## config.mk

```make
export PLATFORM = sky130hd
export DESIGN_NAME = ex_unit_flat
export DESIGN_NICKNAME = d
export VERILOG_FILES = /design/src/rtl/ex_unit_if.sv /design/src/rtl/ex_unit.sv /design/src/flat_wrapper.sv
export SDC_FILE = /design/constraint.sdc
export NUM_CORES = 1
export LEC_CHECK = 0
export ABC_AREA = 1
export BUFFER_PORTS_ARGS = -buffer_cell sky130_fd_sc_hd__buf_2
export CORE_AREA = 2 2 144 287
export CTS_CLUSTER_DIAMETER = 50
export CTS_CLUSTER_SIZE = 24
export DETAILED_ROUTE_END_ITERATION = 10
export DIE_AREA = 0 0 146 289
export GPL_TIMING_DRIVEN = 0
export MAX_ROUTING_LAYER = met4
export PLACE_DENSITY = 0.67
export SLEW_MARGIN = 5
export SYNTH_ARGS = -nofsm -noshare
export SYNTH_HDL_FRONTEND = slang
export SYNTH_SLANG_ARGS = --single-unit
```

## constraint.sdc

```tcl
create_clock -name clk -period 3 [get_ports clk]
set_clock_uncertainty 0.05 [all_clocks]
set_input_delay 0.6 -clock clk [delete_from_list [all_inputs] [get_ports clk]]
set_output_delay 0.6 -clock clk [all_outputs]
set_load 0.01 [all_outputs]
```

## src/rtl/ex_unit_if.sv

```systemverilog
// Decode-to-execute-to-memory bundle for ex_unit. The unit uses the slave modport
// and whatever drives ops into it uses the master modport.
interface ex_unit_if #(
    parameter int DATA_W = 32
);
    logic              flush;
    logic              in_valid;
    logic              in_ready;
    logic [7:0]        aluop_i;
    logic [2:0]        alusel_i;
    logic [DATA_W-1:0] reg1_i;
    logic [DATA_W-1:0] reg2_i;
    logic [4:0]        wd_i;
    logic              wreg_i;
    logic              out_valid;
    logic [4:0]        wd_o;
    logic              wreg_o;
    logic [DATA_W-1:0] wdata_o;
    logic              stallreq_o;

    modport slave (
        input  flush, in_valid, aluop_i, alusel_i, reg1_i, reg2_i, wd_i, wreg_i,
        output in_ready, out_valid, wd_o, wreg_o, wdata_o, stallreq_o
    );

    modport master (
        output flush, in_valid, aluop_i, alusel_i, reg1_i, reg2_i, wd_i, wreg_i,
        input  in_ready, out_valid, wd_o, wreg_o, wdata_o, stallreq_o
    );
endinterface

```

## src/rtl/ex_unit.sv

```systemverilog
// Execute stage. Single-cycle logic, shift and arithmetic ops, plus an iterative
// shift-add unsigned multiplier that stalls the pipeline while it runs.
module ex_unit #(
    parameter int DATA_W     = 32,
    parameter int MUL_CYCLES = 32
) (
    input  logic     clk,
    input  logic     rst,
    ex_unit_if.slave bus
);
    localparam int SHW   = $clog2(DATA_W);
    localparam int CNT_W = $clog2(MUL_CYCLES + 1);

    localparam logic [0:0] ST_IDLE = 1'b0;
    localparam logic [0:0] ST_MUL  = 1'b1;

    localparam logic [2:0] SEL_NOP   = 3'b000;
    localparam logic [2:0] SEL_LOGIC = 3'b001;
    localparam logic [2:0] SEL_SHIFT = 3'b010;
    localparam logic [2:0] SEL_ARITH = 3'b011;
    localparam logic [2:0] SEL_MUL   = 3'b100;

    localparam logic [7:0] OP_AND   = 8'h24;
    localparam logic [7:0] OP_OR    = 8'h25;
    localparam logic [7:0] OP_XOR   = 8'h26;
    localparam logic [7:0] OP_NOR   = 8'h27;
    localparam logic [7:0] OP_SLL   = 8'h7C;
    localparam logic [7:0] OP_SRL   = 8'h02;
    localparam logic [7:0] OP_SRA   = 8'h03;
    localparam logic [7:0] OP_ADDU  = 8'h21;
    localparam logic [7:0] OP_SUBU  = 8'h23;
    localparam logic [7:0] OP_SLT   = 8'h2A;
    localparam logic [7:0] OP_MULTU = 8'h19;

    logic [0:0]        state_q, state_d;
    logic              out_valid_q, out_valid_d;
    logic [4:0]        wd_q, wd_d;
    logic              wreg_q, wreg_d;
    logic [DATA_W-1:0] wdata_q, wdata_d;
    logic [DATA_W-1:0] mcand_q, mcand_d;
    logic [DATA_W-1:0] mplier_q, mplier_d;
    logic [DATA_W-1:0] acc_q, acc_d;
    logic [CNT_W-1:0]  cnt_q, cnt_d;
    logic [4:0]        mul_wd_q, mul_wd_d;
    logic              mul_wreg_q, mul_wreg_d;

    logic [DATA_W-1:0] res_s;
    logic              res_ok_s;
    logic              is_mul_s;
    logic              accept_s;
    logic [DATA_W-1:0] acc_plus_s;
    logic [SHW-1:0]    shamt_s;

    assign shamt_s    = bus.reg1_i[SHW-1:0];
    assign is_mul_s   = (bus.alusel_i == SEL_MUL) && (bus.aluop_i == OP_MULTU);
    assign accept_s   = bus.in_valid && (state_q == ST_IDLE) && !bus.flush;
    assign acc_plus_s = acc_q + (mplier_q[0] ? mcand_q : {DATA_W{1'b0}});

    // Single-cycle result decode; any unrecognised class/subtype pair is a bubble.
    always_comb begin
        res_s    = {DATA_W{1'b0}};
        res_ok_s = 1'b0;
        case (bus.alusel_i)
            SEL_LOGIC: begin
                case (bus.aluop_i)
                    OP_AND:  begin res_s = bus.reg1_i & bus.reg2_i;    res_ok_s = 1'b1; end
                    OP_OR:   begin res_s = bus.reg1_i | bus.reg2_i;    res_ok_s = 1'b1; end
                    OP_XOR:  begin res_s = bus.reg1_i ^ bus.reg2_i;    res_ok_s = 1'b1; end
                    OP_NOR:  begin res_s = ~(bus.reg1_i | bus.reg2_i); res_ok_s = 1'b1; end
                    default: begin res_s = {DATA_W{1'b0}};             res_ok_s = 1'b0; end
                endcase
            end
            SEL_SHIFT: begin
                case (bus.aluop_i)
                    OP_SLL:  begin res_s = bus.reg2_i << shamt_s;                     res_ok_s = 1'b1; end
                    OP_SRL:  begin res_s = bus.reg2_i >> shamt_s;                     res_ok_s = 1'b1; end
                    OP_SRA:  begin res_s = DATA_W'($signed(bus.reg2_i) >>> shamt_s); res_ok_s = 1'b1; end
                    default: begin res_s = {DATA_W{1'b0}};                            res_ok_s = 1'b0; end
                endcase
            end
            SEL_ARITH: begin
                case (bus.aluop_i)
                    OP_ADDU: begin res_s = bus.reg1_i + bus.reg2_i; res_ok_s = 1'b1; end
                    OP_SUBU: begin res_s = bus.reg1_i - bus.reg2_i; res_ok_s = 1'b1; end
                    OP_SLT:  begin
                        res_s    = {{(DATA_W-1){1'b0}}, ($signed(bus.reg1_i) < $signed(bus.reg2_i))};
                        res_ok_s = 1'b1;
                    end
                    default: begin res_s = {DATA_W{1'b0}}; res_ok_s = 1'b0; end
                endcase
            end
            SEL_NOP: begin
                res_s    = {DATA_W{1'b0}};
                res_ok_s = 1'b0;
            end
            default: begin
                res_s    = {DATA_W{1'b0}};
                res_ok_s = 1'b0;
            end
        endcase
    end

    // Next-state logic: flush outranks both acceptance and multiplier completion.
    always_comb begin
        state_d     = state_q;
        out_valid_d = 1'b0;
        wd_d        = wd_q;
        wreg_d      = wreg_q;
        wdata_d     = wdata_q;
        mcand_d     = mcand_q;
        mplier_d    = mplier_q;
        acc_d       = acc_q;
        cnt_d       = cnt_q;
        mul_wd_d    = mul_wd_q;
        mul_wreg_d  = mul_wreg_q;
        if (bus.flush) begin
            state_d = ST_IDLE;
            wreg_d  = 1'b0;
            acc_d   = {DATA_W{1'b0}};
            cnt_d   = {CNT_W{1'b0}};
        end else begin
            case (state_q)
                ST_IDLE: begin
                    if (accept_s && is_mul_s) begin
                        state_d    = ST_MUL;
                        mcand_d    = bus.reg1_i;
                        mplier_d   = bus.reg2_i;
                        acc_d      = {DATA_W{1'b0}};
                        cnt_d      = {CNT_W{1'b0}};
                        mul_wd_d   = bus.wd_i;
                        mul_wreg_d = bus.wreg_i;
                    end else if (accept_s) begin
                        out_valid_d = 1'b1;
                        wd_d        = bus.wd_i;
                        wreg_d      = bus.wreg_i && res_ok_s;
                        wdata_d     = res_s;
                    end else begin
                        state_d = ST_IDLE;
                    end
                end
                ST_MUL: begin
                    acc_d    = acc_plus_s;
                    mcand_d  = {mcand_q[DATA_W-2:0], 1'b0};
                    mplier_d = {1'b0, mplier_q[DATA_W-1:1]};
                    cnt_d    = cnt_q + {{(CNT_W-1){1'b0}}, 1'b1};
                    if (cnt_q == CNT_W'(MUL_CYCLES - 1)) begin
                        state_d     = ST_IDLE;
                        out_valid_d = 1'b1;
                        wd_d        = mul_wd_q;
                        wreg_d      = mul_wreg_q;
                        wdata_d     = acc_plus_s;
                    end else begin
                        state_d = ST_MUL;
                    end
                end
                default: begin
                    state_d = ST_IDLE;
                    wreg_d  = 1'b0;
                end
            endcase
        end
    end

    // State and output registers with synchronous reset.
    always_ff @(posedge clk) begin
        if (rst) begin
            state_q     <= ST_IDLE;
            out_valid_q <= 1'b0;
            wd_q        <= 5'd0;
            wreg_q      <= 1'b0;
            wdata_q     <= {DATA_W{1'b0}};
            mcand_q     <= {DATA_W{1'b0}};
            mplier_q    <= {DATA_W{1'b0}};
            acc_q       <= {DATA_W{1'b0}};
            cnt_q       <= {CNT_W{1'b0}};
            mul_wd_q    <= 5'd0;
            mul_wreg_q  <= 1'b0;
        end else begin
            state_q     <= state_d;
            out_valid_q <= out_valid_d;
            wd_q        <= wd_d;
            wreg_q      <= wreg_d;
            wdata_q     <= wdata_d;
            mcand_q     <= mcand_d;
            mplier_q    <= mplier_d;
            acc_q       <= acc_d;
            cnt_q       <= cnt_d;
            mul_wd_q    <= mul_wd_d;
            mul_wreg_q  <= mul_wreg_d;
        end
    end

    assign bus.in_ready   = (state_q == ST_IDLE);
    assign bus.stallreq_o = (state_q == ST_MUL);
    assign bus.out_valid  = out_valid_q;
    assign bus.wd_o       = wd_q;
    assign bus.wreg_o     = wreg_q;
    assign bus.wdata_o    = wdata_q;
endmodule
```

## src/flat_wrapper.sv

```systemverilog
// flat-port wrapper written by rule: the top's interface ports become plain ports
module ex_unit_flat 
#(
    parameter int DATA_W     = 32,
    parameter int MUL_CYCLES = 32
)
  (clk, rst, bus_flush, bus_in_valid, bus_aluop_i, bus_alusel_i, bus_reg1_i, bus_reg2_i, bus_wd_i, bus_wreg_i, bus_in_ready, bus_out_valid, bus_wd_o, bus_wreg_o, bus_wdata_o, bus_stallreq_o);
  ex_unit_if #(.DATA_W(DATA_W)) bus_i ();
  input  logic clk;
  input  logic rst;
  input wire logic [$bits(bus_i.flush)-1:0] bus_flush;
  input wire logic [$bits(bus_i.in_valid)-1:0] bus_in_valid;
  input wire logic [$bits(bus_i.aluop_i)-1:0] bus_aluop_i;
  input wire logic [$bits(bus_i.alusel_i)-1:0] bus_alusel_i;
  input wire logic [$bits(bus_i.reg1_i)-1:0] bus_reg1_i;
  input wire logic [$bits(bus_i.reg2_i)-1:0] bus_reg2_i;
  input wire logic [$bits(bus_i.wd_i)-1:0] bus_wd_i;
  input wire logic [$bits(bus_i.wreg_i)-1:0] bus_wreg_i;
  output wire logic [$bits(bus_i.in_ready)-1:0] bus_in_ready;
  output wire logic [$bits(bus_i.out_valid)-1:0] bus_out_valid;
  output wire logic [$bits(bus_i.wd_o)-1:0] bus_wd_o;
  output wire logic [$bits(bus_i.wreg_o)-1:0] bus_wreg_o;
  output wire logic [$bits(bus_i.wdata_o)-1:0] bus_wdata_o;
  output wire logic [$bits(bus_i.stallreq_o)-1:0] bus_stallreq_o;
  assign bus_i.flush = bus_flush;
  assign bus_i.in_valid = bus_in_valid;
  assign bus_i.aluop_i = bus_aluop_i;
  assign bus_i.alusel_i = bus_alusel_i;
  assign bus_i.reg1_i = bus_reg1_i;
  assign bus_i.reg2_i = bus_reg2_i;
  assign bus_i.wd_i = bus_wd_i;
  assign bus_i.wreg_i = bus_wreg_i;
  assign bus_in_ready = bus_i.in_ready;
  assign bus_out_valid = bus_i.out_valid;
  assign bus_wd_o = bus_i.wd_o;
  assign bus_wreg_o = bus_i.wreg_o;
  assign bus_wdata_o = bus_i.wdata_o;
  assign bus_stallreq_o = bus_i.stallreq_o;
  ex_unit #(.DATA_W(DATA_W), .MUL_CYCLES(MUL_CYCLES)) u_core (.clk(clk), .rst(rst), .bus(bus_i));
endmodule
```

==> impl_metrics.sql, run 1 <==
INSERT INTO impl_metrics (metric_group, metric, value, unit) VALUES
('global_routing', 'grt_pass1_wl', '226000', 'µm'),
('cts', 'clock_tree.root_cell', 'sky130_fd_sc_hd__clkbuf_16', ''),
('die', 'chipWidth', '146', 'µm'),
('placed_design', 'place_inst', '4059', ''),
('synth', 'post_synth_num_cell_types', '55', ''),
('cts', 'cts_inserted_buffers', '17', ''),
('synth', 'yosysTopAreaCell', 'sky130_fd_sc_hd__nand2_1', ''),
('synth', 'synth.top_cells.by_area', 'sky130_fd_sc_hd__nand2_1 (23%), sky130_fd_sc_hd__dfxtp_1 (16%), sky130_fd_sc_hd__nand3_1 (11%)', ''),
('synth', 'synth-seq-area-share', '15.9', '%'),
('synth', 'synth_edf_count', '0', ''),
('placed_design', 'place.detailed.hpwl', '100000', 'µm'),
('cts', 'clock_sinks', '148', ''),
('synth', 'ys_ff_latch', '148', ''),
('placed_design', 'dpl_worst_slack', '-1.75', 'ns'),
('cts', 'cts_buffer_depth', '2', ''),
('synth', 'syn_nets', '3624', ''),
('synth', 'synth_area_per_cell', '5.47', 'µm²'),
('cts', 'ctsHtreeMaxLevel', '4', ''),
('die', 'fp-row-count', '104', ''),
('die', 'num_io_pins', '126', ''),
('outcome', 'status', 'aborted with a tool error', ''),
('die', 'effective_utilization_at_floorplan', '46.4', '%'),
('global_routing', 'via_count_of_the_first_global_routing_pass', '29300', ''),
('outcome', 'error_message', '[ERROR GRT-0116] Global routing finished with congestion. Check the congestion regions in the DRC Viewer.', ''),
('global_routing', 'global_route.overflow_total', '1086', ''),
('die', 'die_height', '289', 'µm'),
('synth', 'synthArstFlopShare', '0', '%'),
('synth', 'synth_cells', '3405', ''),
('placed_design', 'routabilityCongestion', '1.42', ''),
('synth', 'dominantRegCellSynth', 'sky130_fd_sc_hd__dfxtp_1', ''),
('placed_design', 'port_buffers', '124', ''),
('cts', 'holdBufCountCts', '0', ''),
('global_routing', 'grt_max_degree', '17', ''),
('synth', 'post_synthesis_instance_area', '18600', 'µm²'),
('synth', 'synth-warning-count', '0', ''),
('outcome', 'outcome.stop_stage', 'global routing', ''),
('synth', 'synth_top_area_share', '22.7', '%'),
('global_routing', 'track_usage', '72.4', '%');
## cell usage after synthesis, types with 29 or more instances
library cell,n
sky130_fd_sc_hd__nand2_1,1124
sky130_fd_sc_hd__nand3_1,405
sky130_fd_sc_hd__inv_1,391
sky130_fd_sc_hd__nor2_1,270
sky130_fd_sc_hd__a21oi_1,219
sky130_fd_sc_hd__o21ai_0,207
sky130_fd_sc_hd__dfxtp_1,148
sky130_fd_sc_hd__ha_1,131
sky130_fd_sc_hd__a31oi_1,77
sky130_fd_sc_hd__clkbuf_1,76
sky130_fd_sc_hd__buf_2,52
sky130_fd_sc_hd__nor3_1,29
## per-layer routing
metal | GRT usage [%] | GRT overflow
met1 | 65.2 | 18
met2 | 100 | 786
met3 | 43.8 | 8
met4 | 77.7 | 274
met5 | - | -
## timing repair
item	4_1_cts
buffers inserted	6
gates resized for setup	109
endpoints found under the setup margin	55
pin swaps	2
endpoints found under the hold margin	0
## through the flow
stage	hold slack, ns	util (%)	cell area (µm²)
after floorplan	0.391	-	18600
after global placement	0.399	49.6	19900
after detailed placement	0.406	49.6	19900
after CTS	0.359	52.0	20800
## cell families after synthesis
group	after synthesis	synth area share [%]
and+or+nand+nor	1913	43.0
AOI/OAI and AO/OA	643	19.5
buffers and inverters	562	12.2
DFF	148	15.9
adders and majority gates	134	9.13
xor gates and xnor gates	4	0.188
muxes	1	0.0538
==> run 2: changes to the inputs <==
--- a/config.mk
+++ b/config.mk
@@ -7,14 +7,11 @@
 export LEC_CHECK = 0
 export ABC_AREA = 1
 export BUFFER_PORTS_ARGS = -buffer_cell sky130_fd_sc_hd__buf_2
-export CORE_AREA = 2 2 144 287
-export CTS_CLUSTER_DIAMETER = 50
-export CTS_CLUSTER_SIZE = 24
+export CORE_AREA = 2 2 245 247
 export DETAILED_ROUTE_END_ITERATION = 10
-export DIE_AREA = 0 0 146 289
+export DIE_AREA = 0 0 247 249
 export GPL_TIMING_DRIVEN = 0
-export MAX_ROUTING_LAYER = met4
-export PLACE_DENSITY = 0.67
+export PLACE_DENSITY_LB_ADDON = 0.15
 export SLEW_MARGIN = 5
 export SYNTH_ARGS = -nofsm -noshare
 export SYNTH_HDL_FRONTEND = slang
==> constraint.sdc (replaced) <==
create_clock -name clk -period 3.9 [get_ports clk]
set_clock_uncertainty 0.05 [all_clocks]
set_input_delay 0.78 -clock clk [delete_from_list [all_inputs] [get_ports clk]]
set_output_delay 0.78 -clock clk [all_outputs]
set_load 0.01 [all_outputs]
==> impl_metrics.sql, run 2 <==
INSERT INTO impl_metrics (metric_group, metric, value, unit) VALUES
('critical_path', 'critPathSlowestCell', 'sky130_fd_sc_hd__ha_1', ''),
('critical_path', 'r2r_cells', '18', ''),
('sta', 'finalHoldViolations', '0', ''),
('critical_path', 'worstSetupStartpoint', 'bus_reg1_i[1]', ''),
('global_routing', 'grt_antenna_before_repair', '3', ''),
('route', 'dr.first_iter.drc_count', '2683', ''),
('pwr', 'irDropWorstVdd', '0.329', 'mV'),
('sta', 'layout_min_cycle_time', '3.82', 'ns'),
('cts', 'tritoncts_clock_tree', 'yes', ''),
('critical_path', 'setup.worst_path.end', 'u_core.bus.wdata_o[27]$_SDFFE_PP0P_', ''),
('sta', 'relSlewSlack', '37.6', '%'),
('finish', 'n_fill_cell', '6936', ''),
('die', 'chipWidth', '247', 'µm'),
('finish', 'net_total_in_the_final_layout', '3765', ''),
('critical_path', 'type_of_the_worst_setup_path', 'in2reg', ''),
('synth', 'synth_top_family_by_area', 'simple AND/OR/NAND/NOR gates', ''),
('finish', 'drive_above_1_share', '7.75', '%'),
('synth', 'ys_ff_latch', '148', ''),
('critical_path', 'cp_data_arrival_time', '4.16', 'ns'),
('job', 'cap_violations', '0', ''),
('critical_path', 'critical-path-top-cell-by-count', 'sky130_fd_sc_hd__nand2_1', ''),
('synth', 'synthArstFlopShare', '0', '%'),
('global_routing', 'grt_pass1_wl', '149000', 'µm'),
('synth', 'synth_compound_gate_area_share', '19.5', '%'),
('outcome', 'status', 'finished clean', ''),
('die', 'core_area', '58700', 'µm²'),
('route', 'route.detailed.wl_per_inst', '24.0', 'µm'),
('critical_path', 'timing.critical_path.buf_inv', '6', ''),
('route', 'drt_wl_total', '104000', 'µm'),
('synth', 'dominantRegCellSynth', 'sky130_fd_sc_hd__dfxtp_1', ''),
('cts', 'clk_pin_slew_worst_setup_hold_paths', '0.06', 'ns'),
('sta', 'final_max_slew_viol_count', '0', ''),
('synth', 'synth-warning-count', '0', ''),
('critical_path', 'timing.critical_path.depth', '21', ''),
('synth', 'post_synthesis_instance_area', '18600', 'µm²'),
('cts', 'clock_sinks', '148', ''),
('sta', 'fmax', '0.262', 'GHz'),
('cts', 'cts_inserted_buffers', '17', ''),
('global_routing', 'via_count_of_the_first_global_routing_pass', '22600', ''),
('placed_design', 'dpl_worst_slack', '-1.08', 'ns'),
('synth', 'post_synth_num_cell_types', '55', ''),
('pwr', 'power-per-cell-area', '229', 'nW/µm²'),
('global_routing', 'track_usage', '32.9', '%'),
('synth', 'synthAdderAreaFrac', '9.13', '%'),
('critical_path', 'flop2flop_setup_slack', '0.24', 'ns'),
('die', 'fp-row-count', '89', ''),
('synth', 'synth.top_cells.by_area', 'sky130_fd_sc_hd__nand2_1 (23%), sky130_fd_sc_hd__dfxtp_1 (16%), sky130_fd_sc_hd__nand3_1 (11%)', ''),
('finish', 'multi_input_comb_area', '13400', 'µm²'),
('critical_path', 'cp_top_family', 'simple AND/OR/NAND/NOR gates', ''),
('die', 'die_height', '249', 'µm'),
('critical_path', 'timing.critical_path.slowest_cell_delay', '0.31', 'ns'),
('critical_path', 'reg2reg_from', 'u_core.mplier_q[0]$_SDFFE_PP0P_', ''),
('cts', 'post-cts-setup-buffers', '0', ''),
('synth', 'post_synth_xor_area_fraction', '0.188', '%'),
('route', 'drt_first_pass_iters', '9', ''),
('worst_hold_path', 'hold_class', 'reg2reg', ''),
('critical_path', 'cp_cell_sequence', 'clkbuf_4 -> buf_2 -> inv_2 -> clkbuf_4 -> buf_4 -> ha_1 -> nor2_1 -> nand2_1 -> nand2_1 -> nand2_1 -> nand3_1 -> nand2_1 -> nand3b_1 -> nand2_1 -> nand3_1 -> nand3_1 -> nand2_1 -> nand2_1 -> nand3_1 -> nand2_1 -> inv_1', ''),
('synth', 'synth_common_cells', 'sky130_fd_sc_hd__nand2_1 (1124), sky130_fd_sc_hd__nand3_1 (405), sky130_fd_sc_hd__inv_1 (391)', ''),
('route', 'drt_drc_violations_left', '0', ''),
('cts', 'cts_resized', '4', ''),
('placed_design', 'port_buffers', '124', ''),
('synth', 'synth_area_per_cell', '5.47', 'µm²'),
('sta', 'timing.final.ws_setup', '0.0812', 'ns'),
('cts', 'holdBufCountCts', '0', ''),
('die', 'num_io_pins', '126', ''),
('die', 'effective_utilization_at_floorplan', '31.7', '%'),
('sta', 'finalSetupViolCount', '0', ''),
('sta', 'min_period_over_period', '97.9', '%'),
('cts', 'clock_insertion_delay_worst_skew', '0.45', 'ns'),
('die', 'die_area', '61500', 'µm²'),
('placed_design', 'place.detailed.hpwl', '85900', 'µm'),
('route', 'drtAntennaViolNets', '0', ''),
('synth', 'leading_cell_type_by_number_of_instances_after_synthesis', 'sky130_fd_sc_hd__nand2_1', ''),
('global_routing', 'grt_max_degree', '20', ''),
('cts', 'clock_tree.root_cell', 'sky130_fd_sc_hd__clkbuf_16', ''),
('route', 'num_vias', '24200', ''),
('synth', 'synth_simple_gate_area_share', '43.0', '%'),
('synth', 'yosysTopAreaCell', 'sky130_fd_sc_hd__nand2_1', ''),
('finish', 'area_growth', '11.7', '%'),
('finish', 'mostFrequentLayoutCells', 'sky130_fd_sc_hd__nand2_1 (1122), sky130_fd_sc_hd__nand3_1 (404), sky130_fd_sc_hd__inv_1 (391)', ''),
('sta', 'worst_slew_pin_slew', '0.933', 'ns'),
('synth', 'synth_cells', '3405', ''),
('cts', 'cts_buffer_depth', '2', ''),
('placed_design', 'routabilityCongestion', '1.02', ''),
('synth', 'muxShareOfSynthArea', '0.0538', '%'),
('finish', 'layout_commonest_cell', 'sky130_fd_sc_hd__nand2_1', ''),
('synth', 'synth_top_area_share', '22.7', '%'),
('synth', 'synth-seq-area-share', '15.9', '%'),
('critical_path', 'critPathRequiredTime', '4.24', 'ns'),
('global_routing', 'global_route.overflow_total', '0', ''),
('route', 'vias_per_cell', '5.58', ''),
('critical_path', 'critPathLaunchType', 'primary input', ''),
('synth', 'syn_nets', '3624', ''),
('pwr', 'power.leakage', '10.5', 'nW'),
('critical_path', 'worst_r2r_endpoint', 'u_core.bus.wdata_o[21]$_SDFFE_PP0P_', ''),
('synth', 'synth_edf_count', '0', ''),
('cts', 'ctsHtreeMaxLevel', '4', ''),
('sta', 'setup-tns-final', '0', 'ns'),
('critical_path', 'critical_path_peak_fanout', '11', ''),
('finish', 'sequential_cell_area', '2960', 'µm²'),
('critical_path', 'worst_setup_path_end_kind', 'flip-flop', '');
run 2: cell counts after synthesis:
No cell type changed its count.
run 2: cell type report:
cell class / instances / area share (%)
diodes: 1 / 0.0120
plain buffers: 154 / 3.55
clock buffers: 19 / 2.13
clock inverters: 13 / 0.572
inverters: 406 / 7.37
multi-input cells: 2695 / 64.5
flip-flops and latches: 148 / 14.3
well taps: 773 / 4.65
repair buffers: 124 / 3.00
run 2: worst min path at each step:
stage,start,cells after the start,endpoint
2_1_floorplan,u_core.cnt_q[3]$_SDFFE_PP0N_,2,u_core.cnt_q[3]$_SDFFE_PP0N_
3_3_place_gp,u_core.cnt_q[3]$_SDFFE_PP0N_,2,u_core.cnt_q[3]$_SDFFE_PP0N_
3_5_place_dp,u_core.mul_wd_q[0]$_SDFFE_PP0P_,2,u_core.mul_wd_q[0]$_SDFFE_PP0P_
5_1_grt,u_core.mplier_q[31]$_SDFFE_PP0P_,2,u_core.mplier_q[31]$_SDFFE_PP0P_
6_report,u_core.mul_wd_q[3]$_SDFFE_PP0P_,2,u_core.mul_wd_q[3]$_SDFFE_PP0P_
4_1_cts,u_core.cnt_q[3]$_SDFFE_PP0N_,2,u_core.cnt_q[3]$_SDFFE_PP0N_
run 2: tightest hold or removal path, cell delays in order (launching register included):
cell,delay (ns)
sky130_fd_sc_hd__dfxtp_1,0.31
sky130_fd_sc_hd__nand2_1,0.06
sky130_fd_sc_hd__a21oi_1,0.05
run 2: report_power, final:
part | switching (W) | total [W] | internal, W
logic | 0.00118 | 0.00159 | 0.000407
clock network | 0.000766 | 0.00162 | 0.000854
registers | 0.0000175 | 0.00155 | 0.00153
run 2: per-layer routing:
| layer | share of wire (%) | global-route usage (%) | routed length, µm |
|---|---|---|---|
| met5 | 0.013 | 0 | 13 |
| met4 | 5.1 | 15.0 | 5280 |
| met3 | 9.6 | 5.67 | 9940 |
| met2 | 42 | 49.3 | 43500 |
| met1 | 44 | 45.7 | 45200 |
run 2: cell families (layout without fill, tap and decap cells):
group | Yosys count | count (layout)
AOI/OAI and AO/OA | 643 | 643
buffers and inverters | 562 | 716
muxes | 1 | 1
other | 0 | 1
xor gates and xnor gates | 4 | 4
and+or+nand+nor | 1913 | 1913
DFF | 148 | 148
adders and majority gates | 134 | 134
run 2: metrics by stage:
step	total power [W]	utilization [%]	instance area, µm²	hold WS [ns]	instances
3_3_place_gp	0.00311	34.4	20200	0.403	4302
3_5_place_dp	0.00310	34.4	20200	0.407	4302
6_report	0.00476	35.4	20800	0.414	4333
2_1_floorplan	0.00248	-	18600	0.391	3405
4_1_cts	0.00471	35.4	20800	0.416	4332
5_1_grt	0.00494	35.4	20800	0.436	4332
Power figures use the tool's default switching activity.
==> run 3: changes to the inputs <==
--- a/config.mk
+++ b/config.mk
@@ -5,11 +5,10 @@
 export SDC_FILE = /design/constraint.sdc
 export NUM_CORES = 1
 export LEC_CHECK = 0
-export ABC_AREA = 1
 export BUFFER_PORTS_ARGS = -buffer_cell sky130_fd_sc_hd__buf_2
-export CORE_AREA = 2 2 245 247
+export CORE_AREA = 2 2 235 237
 export DETAILED_ROUTE_END_ITERATION = 10
-export DIE_AREA = 0 0 247 249
+export DIE_AREA = 0 0 237 239
 export GPL_TIMING_DRIVEN = 0
 export PLACE_DENSITY_LB_ADDON = 0.15
 export SLEW_MARGIN = 5
==> impl_metrics.sql, run 3 <==
INSERT INTO impl_metrics (metric_group, metric, value, unit) VALUES
('sta', 'grt_setup_unrepaired', 'true', ''),
('pwr', 'p_int', '0.00304', 'W'),
('sta', 'finalSetupViolCount', '4', ''),
('pwr', 'share_seq_of_total_power', '31.0', '%'),
('route', 'dr.first_iter.drc_count', '1680', ''),
('finish', 'n_fill_cell', '5791', ''),
('critical_path', 'worst_setup_path_end_kind', 'flip-flop', ''),
('placed_design', 'routabilityCongestion', '1.03', ''),
('cts', 'clock_insertion_delay_worst_skew', '0.48', 'ns'),
('route', 'drt_drc_violations_left', '0', ''),
('critical_path', 'worst_r2r_endpoint', 'u_core.bus.wdata_o[31]$_SDFFE_PP0P_', ''),
('route', 'drtAntennaViolNets', '0', ''),
('critical_path', 'timing.critical_path.buf_inv', '4', ''),
('synth', 'syn_nets', '2441', ''),
('worst_hold_path', 'worst_hold_path.endpoint', 'u_core.acc_q[16]$_SDFFE_PP0N_', ''),
('pwr', 'p_total', '0.00497', 'W'),
('critical_path', 'critPathLaunchType', 'primary input', ''),
('route', 'vias_per_cell', '6.05', ''),
('outcome', 'violations', 'negative setup slack', ''),
('die', 'core_area', '54300', 'µm²'),
('sta', 'fmax', '0.253', 'GHz'),
('pwr', 'power.leakage', '7.66', 'nW'),
('die', 'effective_utilization_at_floorplan', '31.5', '%'),
('sta', 'relSlewSlack', '17.7', '%'),
('global_routing', 'via_count_of_the_first_global_routing_pass', '18100', ''),
('route', 'num_vias', '18700', ''),
('synth', 'leading_cell_type_by_number_of_instances_after_synthesis', 'sky130_fd_sc_hd__nor2_1', ''),
('synth', 'synth_edf_count', '0', ''),
('route', 'drt_wl_total', '85500', 'µm'),
('die', 'num_io_pins', '126', ''),
('sta', 'worst_slew_pin_slew', '1.22', 'ns'),
('job', 'cap_violations', '0', ''),
('die', 'chipWidth', '237', 'µm'),
('synth', 'synth.top_cells.by_area', 'sky130_fd_sc_hd__dfxtp_1 (17%), sky130_fd_sc_hd__ha_1 (9.6%), sky130_fd_sc_hd__mux2i_1 (8.6%)', ''),
('pwr', 'switching_share', '38.8', '%'),
('cts', 'ctsHtreeMaxLevel', '4', ''),
('synth', 'synth_top_area_share', '17.3', '%'),
('synth', 'post_synth_num_cell_types', '88', ''),
('synth', 'synthArstFlopShare', '0', '%'),
('outcome', 'status', 'finished, violations left', ''),
('critical_path', 'critPathRequiredTime', '4.23', 'ns'),
('placed_design', 'place.detailed.hpwl', '68500', 'µm'),
('critical_path', 'critical_path_peak_fanout', '10', ''),
('critical_path', 'timing.critical_path.slowest_cell_delay', '0.81', 'ns'),
('pwr', 'net-switching-power', '0.00193', 'W'),
('synth', 'yosysTopAreaCell', 'sky130_fd_sc_hd__dfxtp_1', ''),
('critical_path', 'cp_top_family', 'buffers and inverters', ''),
('critical_path', 'critical-path-top-cell-by-count', 'sky130_fd_sc_hd__buf_2', ''),
('synth', 'synth_common_cells', 'sky130_fd_sc_hd__nor2_1 (285), sky130_fd_sc_hd__a21oi_1 (193), sky130_fd_sc_hd__dfxtp_1 (148)', ''),
('worst_hold_path', 'holdPathStages', '2', ''),
('critical_path', 'type_of_the_worst_setup_path', 'in2reg', ''),
('critical_path', 'flop2flop_setup_slack', '0.08', 'ns'),
('sta', 'layout_min_cycle_time', '3.95', 'ns'),
('cts', 'tritoncts_clock_tree', 'yes', ''),
('route', 'met3_length', '6310', 'µm'),
('cts', 'cts_inserted_buffers', '17', ''),
('sta', 'setup-tns-final', '-0.109', 'ns'),
('finish', 'fin_cells', '3091', ''),
('critical_path', 'reg2reg_from', 'u_core.mplier_q[0]$_SDFFE_PP0P_', ''),
('synth', 'post_synthesis_instance_area', '17100', 'µm²'),
('route', 'maxUsedRoutingLayer', 'met5', ''),
('critical_path', 'cp_data_arrival_time', '4.28', 'ns'),
('global_routing', 'grt_antenna_before_repair', '3', ''),
('pwr', 'irDropWorstVdd', '0.329', 'mV'),
('die', 'die_height', '239', 'µm'),
('sta', 'timing.final.ws_setup', '-0.0486', 'ns'),
('finish', 'layout_commonest_cell', 'sky130_fd_sc_hd__nor2_1', ''),
('synth', 'synth-seq-area-share', '17.3', '%'),
('placed_design', 'place_inst', '3050', ''),
('synth', 'synth_area_per_cell', '7.70', 'µm²'),
('route', 'wl_met1', '35300', 'µm'),
('placed_design', 'dpl_worst_slack', '-1.40', 'ns'),
('pwr', 'combinationalPowerShare', '34.3', '%'),
('sta', 'hold-worst-slack', '0.412', 'ns'),
('placed_design', 'port_buffers', '124', ''),
('cts', 'clock_sinks', '148', ''),
('cts', 'cts_buffer_depth', '2', ''),
('sta', 'finalHoldViolations', '0', ''),
('global_routing', 'global_route.overflow_total', '0', ''),
('finish', 'drive_above_1_share', '14.8', '%'),
('die', 'die_area', '56600', 'µm²'),
('route', 'route.detailed.wl_per_inst', '27.7', 'µm'),
('worst_hold_path', 'hold_class', 'reg2reg', ''),
('pwr', 'clock_power_share', '34.6', '%'),
('finish', 'mostFrequentLayoutCells', 'sky130_fd_sc_hd__nor2_1 (284), sky130_fd_sc_hd__a21oi_1 (192), sky130_fd_sc_hd__buf_2 (163)', ''),
('cts', 'clock_tree.root_cell', 'sky130_fd_sc_hd__clkbuf_16', ''),
('route', 'wl_met2', '39300', 'µm'),
('synth', 'ys_ff_latch', '148', ''),
('critical_path', 'r2r_cells', '12', ''),
('worst_hold_path', 'hp-start', 'u_core.acc_q[16]$_SDFFE_PP0N_', ''),
('synth', 'dominantRegCellSynth', 'sky130_fd_sc_hd__dfxtp_1', ''),
('cts', 'clk_pin_slew_worst_setup_hold_paths', '0.07', 'ns'),
('synth', 'synth_cells', '2222', ''),
('route', 'drt_first_pass_iters', '6', ''),
('global_routing', 'track_usage', '29.8', '%'),
('sta', 'min_period_over_period', '101', '%'),
('synth', 'synth-warning-count', '0', ''),
('critical_path', 'cp_cell_sequence', 'buf_2 -> buf_2 -> buf_1 -> clkbuf_1 -> a211oi_1 -> o311ai_0 -> nand2_1 -> a311oi_1', ''),
('finish', 'net_total_in_the_final_layout', '2593', ''),
('pwr', 'power-per-cell-area', '253', 'nW/µm²'),
('global_routing', 'grt_pass1_wl', '123000', 'µm'),
('finish', 'antenna-diode-count', '0', ''),
('critical_path', 'critPathSlowestCell', 'sky130_fd_sc_hd__o311ai_0', ''),
('die', 'fp-row-count', '86', ''),
('finish', 'area_growth', '14.8', '%'),
('global_routing', 'grt_max_degree', '17', ''),
('sta', 'final_max_slew_viol_count', '0', ''),
('cts', 'holdBufCountCts', '0', '');
==> run 3: changes by cell type in the layout (fill, tap and decap cells not counted), moves of 26 or more <==
cell                       change
sky130_fd_sc_hd__a211oi_1     +95
sky130_fd_sc_hd__o21ai_0     -100
sky130_fd_sc_hd__xnor2_1      +51
sky130_fd_sc_hd__inv_1       -294
sky130_fd_sc_hd__nand2_1     -975
sky130_fd_sc_hd__clkbuf_1     +26
sky130_fd_sc_hd__a21oi_1      -26
sky130_fd_sc_hd__mux2i_1     +145
sky130_fd_sc_hd__mux4_2       +44
sky130_fd_sc_hd__a31oi_1      -57
sky130_fd_sc_hd__nand3_1     -369
==> run 3: stage by stage <==
step                util (%)  cell area (µm²)
global route            36.2            19600
global placement        34.3            18600
finish                  36.2            19600
floorplan                  -            17100
detailed placement      34.3            18600
CTS                     35.7            19400
==> run 3: how the worst max path moves through the flow <==
stage                              start                                   to  slack [ns]  cells after the start
after floorplan            bus_reg1_i[2]  u_core.bus.wdata_o[31]$_SDFFE_PP0P_        0.01                     15
after global placement     bus_reg1_i[4]  u_core.bus.wdata_o[30]$_SDFFE_PP0P_       -1.42                     15
after detailed placement   bus_reg1_i[4]  u_core.bus.wdata_o[30]$_SDFFE_PP0P_       -1.40                     15
after CTS                  bus_reg1_i[0]  u_core.bus.wdata_o[16]$_SDFFE_PP0P_       0.003                     16
after global routing      bus_reg2_i[11]  u_core.bus.wdata_o[24]$_SDFFE_PP0P_     -0.0004                     12
final                     bus_aluop_i[1]   u_core.bus.wdata_o[5]$_SDFFE_PP0P_       -0.05                      8
==> run 3: final cells by class <==
| class | instances | area, µm² | area share [%] |
|---|---|---|---|
| flip-flops and latches | 148 | 2970 | 15.1 |
| plain buffers | 176 | 856 | 4.36 |
| clock inverters | 13 | 138 | 0.701 |
| inverters | 105 | 409 | 2.08 |
| repair buffers | 136 | 713 | 3.63 |
| well taps | 704 | 881 | 4.48 |
| multi-input cells | 1790 | 13200 | 67.4 |
| clock buffers | 19 | 443 | 2.25 |
==> run 3: per-layer routing <==
layer | global-route usage, % | up-vias
li1 | - | 8496
met1 | 37.2 | 9072
met2 | 49.2 | 942
met3 | 5.28 | 196
met4 | 15.1 | 2
met5 | 0 | -
==> run 3: power by group through the flow <==
stage / Combinational [W] / Sequential (W) / Clock (W)
2_1_floorplan: 0.000998 / 0.00158 / 0
3_3_place_gp: 0.00160 / 0.00158 / 0
3_5_place_dp: 0.00159 / 0.00158 / 0
4_1_cts: 0.00163 / 0.00154 / 0.00176
5_1_grt: 0.00180 / 0.00154 / 0.00181
6_report: 0.00170 / 0.00154 / 0.00172
==> run 3: cells by family (layout without fill, tap and decap cells) <==
kind of cell	count (synthesis)	count (layout)	synth area share, %
fa+ha+maj	134	134	9.93
mux	212	212	16.8
buf+inv	284	449	7.06
compound gates	683	683	26.6
simple gates	684	684	18.4
xor+xnor	77	77	3.94
flops	148	148	17.3
==> run 3: worst register-to-register path: cells and delay by family, from the launching register on <==
kind | cells | cell delay, ns
flops | 1 | 0.45
simple gates | 1 | 0.17
buf+inv | 1 | 0.25
compound gates | 9 | 2.48
fa+ha+maj | 1 | 0.32
==> run 3: what timing repair did <==
item	CTS	global route
gates resized for setup	42	45
setup endpoints to repair	90	82
setup buffers	5	7
gates cloned	0	0
pin swaps	8	12
